**src/rtl/mem_access_unit.sv**
```systemverilog
// Load/store unit for the MEM stage: turns byte-addressed LB/LBU/LH/LHU/LW/SB/SH/SW
// requests into accesses to a word-addressed data memory. Sub-word stores are done
// as read-modify-write; misaligned or illegal requests are flagged and dropped.
module mem_access_unit #(
    parameter int unsigned LEN_DATA = 32,
    parameter int unsigned ADDR_W   = 6
) (
    input  logic                clk,
    input  logic                rst_n,
    input  logic                req_valid,
    output logic                req_ready,
    input  logic                req_load,
    input  logic                req_store,
    input  logic [1:0]          req_size,
    input  logic                req_unsigned,
    input  logic [31:0]         req_addr,
    input  logic [LEN_DATA-1:0] req_wdata,
    output logic [LEN_DATA-1:0] rdata,
    output logic                rdata_valid,
    output logic                err,
    output logic [ADDR_W-1:0]   mem_addr,
    output logic [LEN_DATA-1:0] mem_wdata,
    output logic                mem_wr,
    output logic                mem_rd,
    input  logic [LEN_DATA-1:0] mem_rdata
);

    typedef enum logic [1:0] {StIdle, StLdWait, StRmw} state_e;

    state_e              state_q, state_d;
    logic [ADDR_W-1:0]   addr_q;
    logic [1:0]          off_q;
    logic [1:0]          size_q;
    logic                uns_q;
    logic [15:0]         wdata_q;
    logic [LEN_DATA-1:0] rdata_q;
    logic                rdata_valid_q;
    logic                err_q;

    logic                xfer;
    logic                bad;
    logic                do_load;
    logic                do_store;
    logic                store_word;
    logic                rd;
    logic                wr;
    logic [LEN_DATA-1:0] shifted;
    logic [LEN_DATA-1:0] load_val;
    logic [LEN_DATA-1:0] merged;

    // Upper address bits are ignored so addresses wrap.
    logic unused_addr;
    assign unused_addr = ^{req_addr[31:ADDR_W+2]};

    assign req_ready  = (state_q == StIdle);
    assign xfer       = req_valid & req_ready;
    assign do_load    = xfer & ~bad & req_load;
    assign do_store   = xfer & ~bad & req_store;
    assign store_word = (req_size == 2'b10);

    // Illegal size, misalignment, or simultaneous load+store.
    always_comb begin
        bad = (req_size == 2'b11) || (req_load && req_store) ||
              (req_size == 2'b01 && req_addr[0]) ||
              (req_size == 2'b10 && req_addr[1:0] != 2'b00);
    end

    // State register.
    always_ff @(posedge clk or negedge rst_n) begin
        if (!rst_n) state_q <= StIdle;
        else        state_q <= state_d;
    end

    // Next-state: loads wait one cycle for read data, sub-word stores do one RMW cycle.
    always_comb begin
        state_d = state_q;
        case (state_q)
            StIdle: begin
                if (do_load)                     state_d = StLdWait;
                else if (do_store && !store_word) state_d = StRmw;
            end
            default: state_d = StIdle;
        endcase
    end

    // Latch request fields on every accepted transfer for use in the second cycle.
    always_ff @(posedge clk or negedge rst_n) begin
        if (!rst_n) begin
            addr_q  <= '0;
            off_q   <= 2'b00;
            size_q  <= 2'b00;
            uns_q   <= 1'b0;
            wdata_q <= '0;
        end else if (xfer) begin
            addr_q  <= req_addr[ADDR_W+1:2];
            off_q   <= req_addr[1:0];
            size_q  <= req_size;
            uns_q   <= req_unsigned;
            wdata_q <= req_wdata[15:0];
        end
    end

    // Lane extraction for loads and lane merge for read-modify-write.
    always_comb begin
        shifted = mem_rdata >> {off_q, 3'b000};
        case (size_q)
            2'b00:   load_val = {{24{~uns_q & shifted[7]}}, shifted[7:0]};
            2'b01:   load_val = {{16{~uns_q & shifted[15]}}, shifted[15:0]};
            default: load_val = mem_rdata;
        endcase
        merged = mem_rdata;
        if (size_q == 2'b00) merged[{off_q, 3'b000} +: 8]        = wdata_q[7:0];
        else                 merged[{off_q[1], 4'b0000} +: 16]   = wdata_q;
    end

    // Memory-side outputs.
    always_comb begin
        rd        = 1'b0;
        wr        = 1'b0;
        mem_addr  = req_addr[ADDR_W+1:2];
        mem_wdata = req_wdata;
        case (state_q)
            StIdle: begin
                rd = do_load | (do_store & ~store_word);
                wr = do_store & store_word;
            end
            StRmw: begin
                wr        = 1'b1;
                mem_addr  = addr_q;
                mem_wdata = merged;
            end
            default: mem_addr = addr_q;
        endcase
    end

    // Strobes are forced low while reset is held so a dropped RMW never writes.
    assign mem_rd = rd & rst_n;
    assign mem_wr = wr & rst_n;

    // Registered load result and one-cycle status pulses.
    always_ff @(posedge clk or negedge rst_n) begin
        if (!rst_n) begin
            rdata_q       <= '0;
            rdata_valid_q <= 1'b0;
            err_q         <= 1'b0;
        end else begin
            rdata_valid_q <= (state_q == StLdWait);
            err_q         <= xfer & bad;
            if (state_q == StLdWait) rdata_q <= load_val;
        end
    end

    assign rdata       = rdata_q;
    assign rdata_valid = rdata_valid_q;
    assign err         = err_q;

endmodule

```
**config.mk**
```make
export PLATFORM = sky130hd
export DESIGN_NAME = mem_access_unit
export DESIGN_NICKNAME = d
export VERILOG_FILES = /design/src/rtl/mem_access_unit.sv
export SDC_FILE = /design/constraint.sdc
export NUM_CORES = 1
export LEC_CHECK = 0
export ABC_CLOCK_PERIOD_IN_PS = 2120
export CORE_ASPECT_RATIO = 1.25
export CORE_MARGIN = 4
export CORE_UTILIZATION = 30
export DETAILED_ROUTE_END_ITERATION = 16
export HOLD_SLACK_MARGIN = 0.06
export RECOVER_POWER = 100
export SETUP_SLACK_MARGIN = 0.5
export SLEW_MARGIN = 20
export SYNTH_ARGS = -nofsm -noshare
export SYNTH_HDL_FRONTEND = slang
export SYNTH_SLANG_ARGS = --single-unit
```
**constraint.sdc**
```tcl
create_clock -name clk -period 2.12 [get_ports clk]
set_clock_uncertainty 0.15 [all_clocks]
set_input_delay 0.318 -clock clk [delete_from_list [all_inputs] [get_ports clk]]
set_output_delay 0.318 -clock clk [all_outputs]
set_load 0.05 [all_outputs]
```
==> results of run 1 <==
## kinds of logic (layout without fill, tap and decap cells)
logic type	count (synthesis)	in the layout	share of synthesized area (%)
flip-flops	63	63	38.56
XOR/XNOR	1	1	0.2142
other	0	2	0
AND/OR/NAND/NOR	106	106	13.25
adder cells (fa/ha/maj)	5	5	1.530
AO/OA/AOI/OAI	153	153	26.35
buffers and inverters	39	262	4.682
multiplexers	58	58	15.42
## cells in the mapped netlist (2+ instances only)
cell type and count:
and3_1 2, a221o_1 16, a222oi_1 6, nand3_1 7, a21oi_2 2, mux2i_1 18, ha_1 5, nand3_2 7
and2_1 2, mux2_2 40, nand2b_1 3, a21oi_1 35, nor2_1 29, clkbuf_1 19, buf_4 8, a22oi_1 19
o21ai_0 38, nand2_1 37, o21ai_2 3, o21a_1 2, nor3_1 7, nor2b_1 3, a22o_1 16, inv_1 3
dfrtp_1 63, buf_2 6, o21ba_2 7
## registers in the layout (all words and copies together), names as in the netlist
register / count
rdata: 32
wdata_q: 16
addr_q: 6
off_q: 2
size_q: 2
state_q: 2
err: 1
rdata_valid: 1
uns_q: 1
## worst reg2reg max path, cell delays in order, from the launching register on
cell and delay [ns]:
dfrtp_1 0.35, clkbuf_2 0.13, buf_4 0.13, nand2b_1 0.14, inv_1 0.16, clkbuf_2 0.52
o21ai_0 0.31, o21ai_2 0.18
## metrics by stage
stage	setup TNS [ns]	setup WS, ns	utilization, %	total power, mW	hold WS (ns)
4_1_cts	-10.97	-0.4072	60.09	6.758	0.1237
3_3_place_gp	-3.564	-0.1951	53.15	4.852	0.3145
2_1_floorplan	-3.704	-0.1732	-	3.654	-0.1276
6_report	-11.93	-0.4005	59.90	6.640	0.3331
3_5_place_dp	-5.320	-0.2894	53.15	4.883	0.3196
5_1_grt	-16.68	-0.4532	59.90	6.917	0.3657
## layout by cell type, fill, tap and decap left out, types with 4 or more instances in the layout
cell,count
o21ai_1,9
dfrtp_1,60
nor2_2,5
o21ai_2,10
a21oi_1,26
clkdlybuf4s50_1,76
buf_8,8
nand3_2,7
clkbuf_16,10
buf_6,24
nand2_1,34
o21ai_4,16
o21ai_0,6
a22oi_2,17
a22o_4,16
clkbuf_1,36
nand3_1,7
nor2_1,22
buf_12,45
o21ba_2,4
a221o_1,16
mux2i_1,16
mux2_4,39
a222oi_1,6
nor3_1,6
a21oi_2,10
buf_4,42
## routing by layer
metal	part of all wire (%)	vias up	GRT usage, %
met1	41	2201	27.25
li1	-	2039	-
met4	3.0	0	8.987
met2	51	153	36.20
met3	4.6	26	4.327
met5	0	-	0
## final timing paths
kind,end,slack (ns)
min,rdata[0]$_DFFE_PN0P_,0.33
max,mem_wdata[28],-0.40
min reg2reg,rdata[0]$_DFFE_PN0P_,0.33
max reg2reg,rdata[5]$_DFFE_PN0P_,-0.03
max in group asynchronous,state_q[1]$_DFFE_PN0P_,0.24
min in group asynchronous,addr_q[5]$_DFFE_PN0N_,0.50
## repair_timing
item                       CTS  global route
cloned                       4             2
setup endpoints to repair  118            98
pin swaps                   47            18
setup buffers               17             7
gates resized for setup    187            45
hold buffers                 0             0
## final cells by class
type / instances / area (um2) / area share (%)
multi-input cells: 323 / 3153 / 39.60
repair buffers: 241 / 2654 / 33.33
flip-flops and latches: 63 / 1580 / 19.85
clock buffers: 11 / 242.7 / 3.049
well taps: 171 / 214.0 / 2.687
clock inverters: 5 / 81.33 / 1.022
inverters: 5 / 31.28 / 0.3929
diodes: 2 / 5.005 / 0.06286
## where the power goes
part           internal [mW]  total (mW)  switching (mW)
Clock                   1.06        1.62           0.556
Sequential              1.48        1.71           0.229
Combinational           1.32        3.32            1.99
Total                   3.86        6.64            2.78
==> metrics.yaml, run 1 <==
synth_top_area_share_pct: 38.56
cp_max_fo: 8
cts_buffers: 9
dp_hpwl_um: 12300
hold_path_depth: 2
setup_viol: 55
path_delay_family: "compound AO/OA/AOI/OAI gates"
die_width_um: 112.4
clk_latency_ns: 0.33
grt_remaining_overflow: 0
tightest_slew_ns: 1.635
arrival_ns: 2.05
grt_start_max_net_pins: 64
powerDensity_nw_per_um2: 834.1
syn_inst: 425
path_cells: "buf_6 -> ha_2 -> clkinv_2 -> buf_4 -> a221o_1 -> a22o_4 -> buf_12"
root_buffer: "clkbuf_16"
area_delta_synth_final_pct: 94.71
rr_worst_depth: 7
crit_buf_inv: 4
drt_wl_total_um: 17350
ys.flop_type: "dfrtp_1"
synth_area_leader_cell: "dfrtp_1"
finalNonFillerCells: 821
dp_cells: 773
ys_top_cells_by_area: "dfrtp_1 39%, mux2_2 11%, o21ai_0 4.7%, mux2i_1 4.4%, a21oi_1 4.3%"
crit_cells: 7
htree_levels: 3
startpoint: "off_q[1]$_DFFE_PN0N_"
fin_crit_sh_pct: 118.9
violations: "max-capacitance violations, max-slew violations, negative setup slack"
min_period_ns: 2.521
grt_pass1_vias: 4730
synth_warnings: 0
coreArea_um2: 13290
worstHoldPathType: "flip-flop to flip-flop"
hold_start: "rdata[0]$_DFFE_PN0P_"
drc: 0
cts_tree: "done"
placed_area_um2: 7064
start_kind: "flip-flop"
first_pass_iters: 5
slew_viol_final: 64
syn_nets: 534
drtIter0Drc: 278
synth-async-reset-ratio_pct: 100.0
clkTransAtPathRegs_ns: 0.05
avgRoutedWirePerCell_um: 21.13
die_h_um: 138.5
detail-route-antenna-nets: 0
port-buffer-count: 154
ir_drop_mv: 0.5530
clockBufferDepth: 2
viasPerCell: 5.382
worst_ep_required_time_ns: 1.65
end_kind: "output port"
yosys.cell_types.count: 49
yosysSeqAreaShare_pct: 38.56
maxCapViolations: 1
r2r-start: "state_q[0]$_DFFE_PN0P_"
gp_congestion: 0.8440
netlist_area_um2: 4089
grt_usage_pct: 21.68
io_pins: 179
n_fill_cell: 1110
ys_ff_latch: 63
final-hold-violation-count: 0
cts_sinks: 63
antenna_found_initial: 2
start_util_pct: 30.77
fin_area_um2: 7961
rsz0062_at_grt: "true"
p_leak_nw: 3.402
die-area_um2: 15570
critPathSlowestCell: "dfrtp_2"
nets: 752
vias: 4419
fp-row-count: 47
crit_type: "flip-flop to output port"
syn_avg_cell_area_um2: 9.621
synth-edff-count: 0
grt_pass1_wl_um: 26940
max_stage_delay_ns: 0.41
status: "finished with violations"
fmax_mhz: 396.7
slew_headroom_pct: -8.971
postLayoutSetupSlackWorst_ns: -0.4005
layout-drive-gt1-share_pct: 47.53
Note: power is estimated with default switching activity, not from simulation.
==> inputs of run 2 (changes only) <==
--- a/config.mk
+++ b/config.mk
@@ -8,12 +8,12 @@
 export ABC_CLOCK_PERIOD_IN_PS = 2120
 export CORE_ASPECT_RATIO = 1.25
 export CORE_MARGIN = 4
-export CORE_UTILIZATION = 30
+export CORE_UTILIZATION = 39
 export DETAILED_ROUTE_END_ITERATION = 16
 export HOLD_SLACK_MARGIN = 0.06
+export PLACE_DENSITY = 0.78
 export RECOVER_POWER = 100
 export SETUP_SLACK_MARGIN = 0.5
-export SLEW_MARGIN = 20
 export SYNTH_ARGS = -nofsm -noshare
 export SYNTH_HDL_FRONTEND = slang
 export SYNTH_SLANG_ARGS = --single-unit
==> run 2 against run 1 <==
Net effect: the flow still finishes with violations (max-capacitance violations, max-slew violations, negative setup slack); fmax down 2.3%; die area down 22%; final area down 0.71%; sequential share of layout area up 0.16 points; flip-flop and latch count unchanged; final cell count down 7.2%; clock power about the same; critical path type unchanged.
==> metrics.yaml, run 2 (same netlist as run 1, synthesis figures left out) <==
top_layer_used: "met4"
drtIter0Drc: 363  # +31%
setup_viol: 32  # -42%
status: "finished with violations"
first_pass_iters: 7  # +2
worst_ep_required_time_ns: 1.65  # about the same
grt_usage_pct: 27.78  # +6.1 points
fin_crit_sh_pct: 121.6  # +2.7 points
clockBufferDepth: 2  # unchanged
wl_met2_um: 9106  # +3.2%
final_cell_mix: "75 x clkdlybuf4s50_1, 59 x dfrtp_1, 46 x buf_4, 44 x buf_12, 36 x nand2_1"
grt_pass1_wl_um: 26160  # -2.9%
die-area_um2: 12200  # -22%
cts_tree: "done"
die_width_um: 99.59  # -11%
die_h_um: 122.5  # -12%
final-hold-violation-count: 0  # unchanged
nets: 737  # -2.0%
grt_start_max_net_pins: 64  # unchanged
viasPerCell: 6.038  # +12%
antenna_found_initial: 0  # -2
n_fill_cell: 573  # -48%
min_period_ns: 2.579  # +0.05827 ns
htree_levels: 3  # unchanged
postCtsHoldBufs: 0  # unchanged
avgRoutedWirePerCell_um: 23.74  # +12%
root_buffer: "clkbuf_16"
grt_pass1_vias: 4670  # -1.3%
fin_area_um2: 7905  # -0.71%
largest_reg_flops: 32  # unchanged
postLayoutSetupSlackWorst_ns: -0.4588  # -0.05827 ns
clk_latency_ns: 0.34  # about the same
dp_hpwl_um: 11810  # -4.0%
gp_congestion: 0.8940  # +5.9%
wl_met1_um: 7026  # -2.4%
drt_wl_total_um: 18090  # +4.3%
cp_max_fo: 8  # unchanged
final_util_pct: 77.83  # +18 points
layout-drive-gt1-share_pct: 51.34  # +3.8 points
cts_sinks: 63  # unchanged
start_util_pct: 40.26  # +9.5 points
worstHoldPathType: "flip-flop to flip-flop"
end_kind: "output port"
io_pins: 179  # unchanged
port-buffer-count: 154  # unchanged
tns_ns: -12.77  # -0.8420 ns
placed_area_um2: 6992  # -1.0%
p_leak_nw: 3.387  # -0.42%
fmax_mhz: 387.8  # -2.3%
crit_type: "flip-flop to output port"
cts_buffers: 9  # unchanged
area_delta_synth_final_pct: 93.33
slew_headroom_pct: -5.530  # +3.4 points
violations: "max-capacitance violations, max-slew violations, negative setup slack"
fin_total_pwr_mw: 6.831  # +2.9%
fp-row-count: 41  # -13%
grt_remaining_overflow: 0  # unchanged
wl_met3_um: 1151  # +44%
powerDensity_nw_per_um2: 864.1  # +3.6%
drc: 0  # unchanged
start_kind: "flip-flop"
coreArea_um2: 10160  # -24%
clkTransAtPathRegs_ns: 0.06  # about the same
mostFrequentLayoutCell: "clkdlybuf4s50_1"
detail-route-antenna-nets: 0  # unchanged
arrival_ns: 2.11  # +0.06 ns
insertedDiodeCount: 0  # -2
tightest_slew_ns: 1.583  # -0.05162 ns
rsz0062_at_grt: "true"
vias: 4601  # +4.1%
maxCapViolations: 1  # unchanged
slew_viol_final: 64  # unchanged
ir_drop_mv: 0.9111  # +65%
## run 2: where the power goes
group          internal (mW)  total (mW)  switching, mW
registers               1.48        1.71          0.236
logic                   1.45        3.47           2.02
clock network           1.07        1.64          0.578
## run 2: worst max-delay path: stages, from the launching register on
cell	delay (ns)
dfrtp_1	0.41
inv_2	0.15
ha_4	0.25
nand2_4	0.07
nor3_4	0.04
buf_12	0.13
a221o_1	0.33
a22o_4	0.24
buf_12	0.14
## run 2: stage by stage
step                instances  hold slack [ns]  setup slack [ns]
floorplan                 425          -0.1276           -0.1732
global placement          728           0.3171           -0.1689
detailed placement        728           0.3313           -0.2361
CTS                       754          0.07846           -0.4378
global route              762           0.3640           -0.4933
finish                    762           0.3371           -0.4588
## run 2: cell type report
cell class | instances | area, um2 | area share [%]
clock buffers | 10 | 239.0 | 3.023
clock inverters | 6 | 92.59 | 1.171
flip-flops and latches | 63 | 1582 | 20.01
inverters | 5 | 25.02 | 0.3166
well taps | 129 | 161.4 | 2.042
repair buffers | 226 | 2704 | 34.20
multi-input cells | 323 | 3102 | 39.24
## run 2: per-layer routing
metal	global-route usage [%]	up-vias
met5	0	-
met4	12.13	0
met3	5.969	57
met2	48.03	245
met1	33.17	2285
li1	-	2014
## run 2: timing repair
action                     CTS  global route
cloned                       1             0
setup buffers                9             8
setup endpoints to repair  122            98
resized for setup          185            33
pin swaps                   29            20
## run 2: final timing paths
path	startpoint	to	slack (ns)	cells after the start
max in group asynchronous	rst_n	state_q[1]$_DFFE_PN0P_	0.34	2
max	off_q[1]$_DFFE_PN0N_	mem_wdata[12]	-0.46	8
max reg2reg	off_q[1]$_DFFE_PN0N_	rdata[31]$_DFFE_PN0P_	0.05	8
min in group asynchronous	rst_n	rdata_valid$_DFF_PN0_	0.44	2
min reg2reg	rdata[19]$_DFFE_PN0P_	rdata[19]$_DFFE_PN0P_	0.34	2
min	rdata[19]$_DFFE_PN0P_	rdata[19]$_DFFE_PN0P_	0.34	2
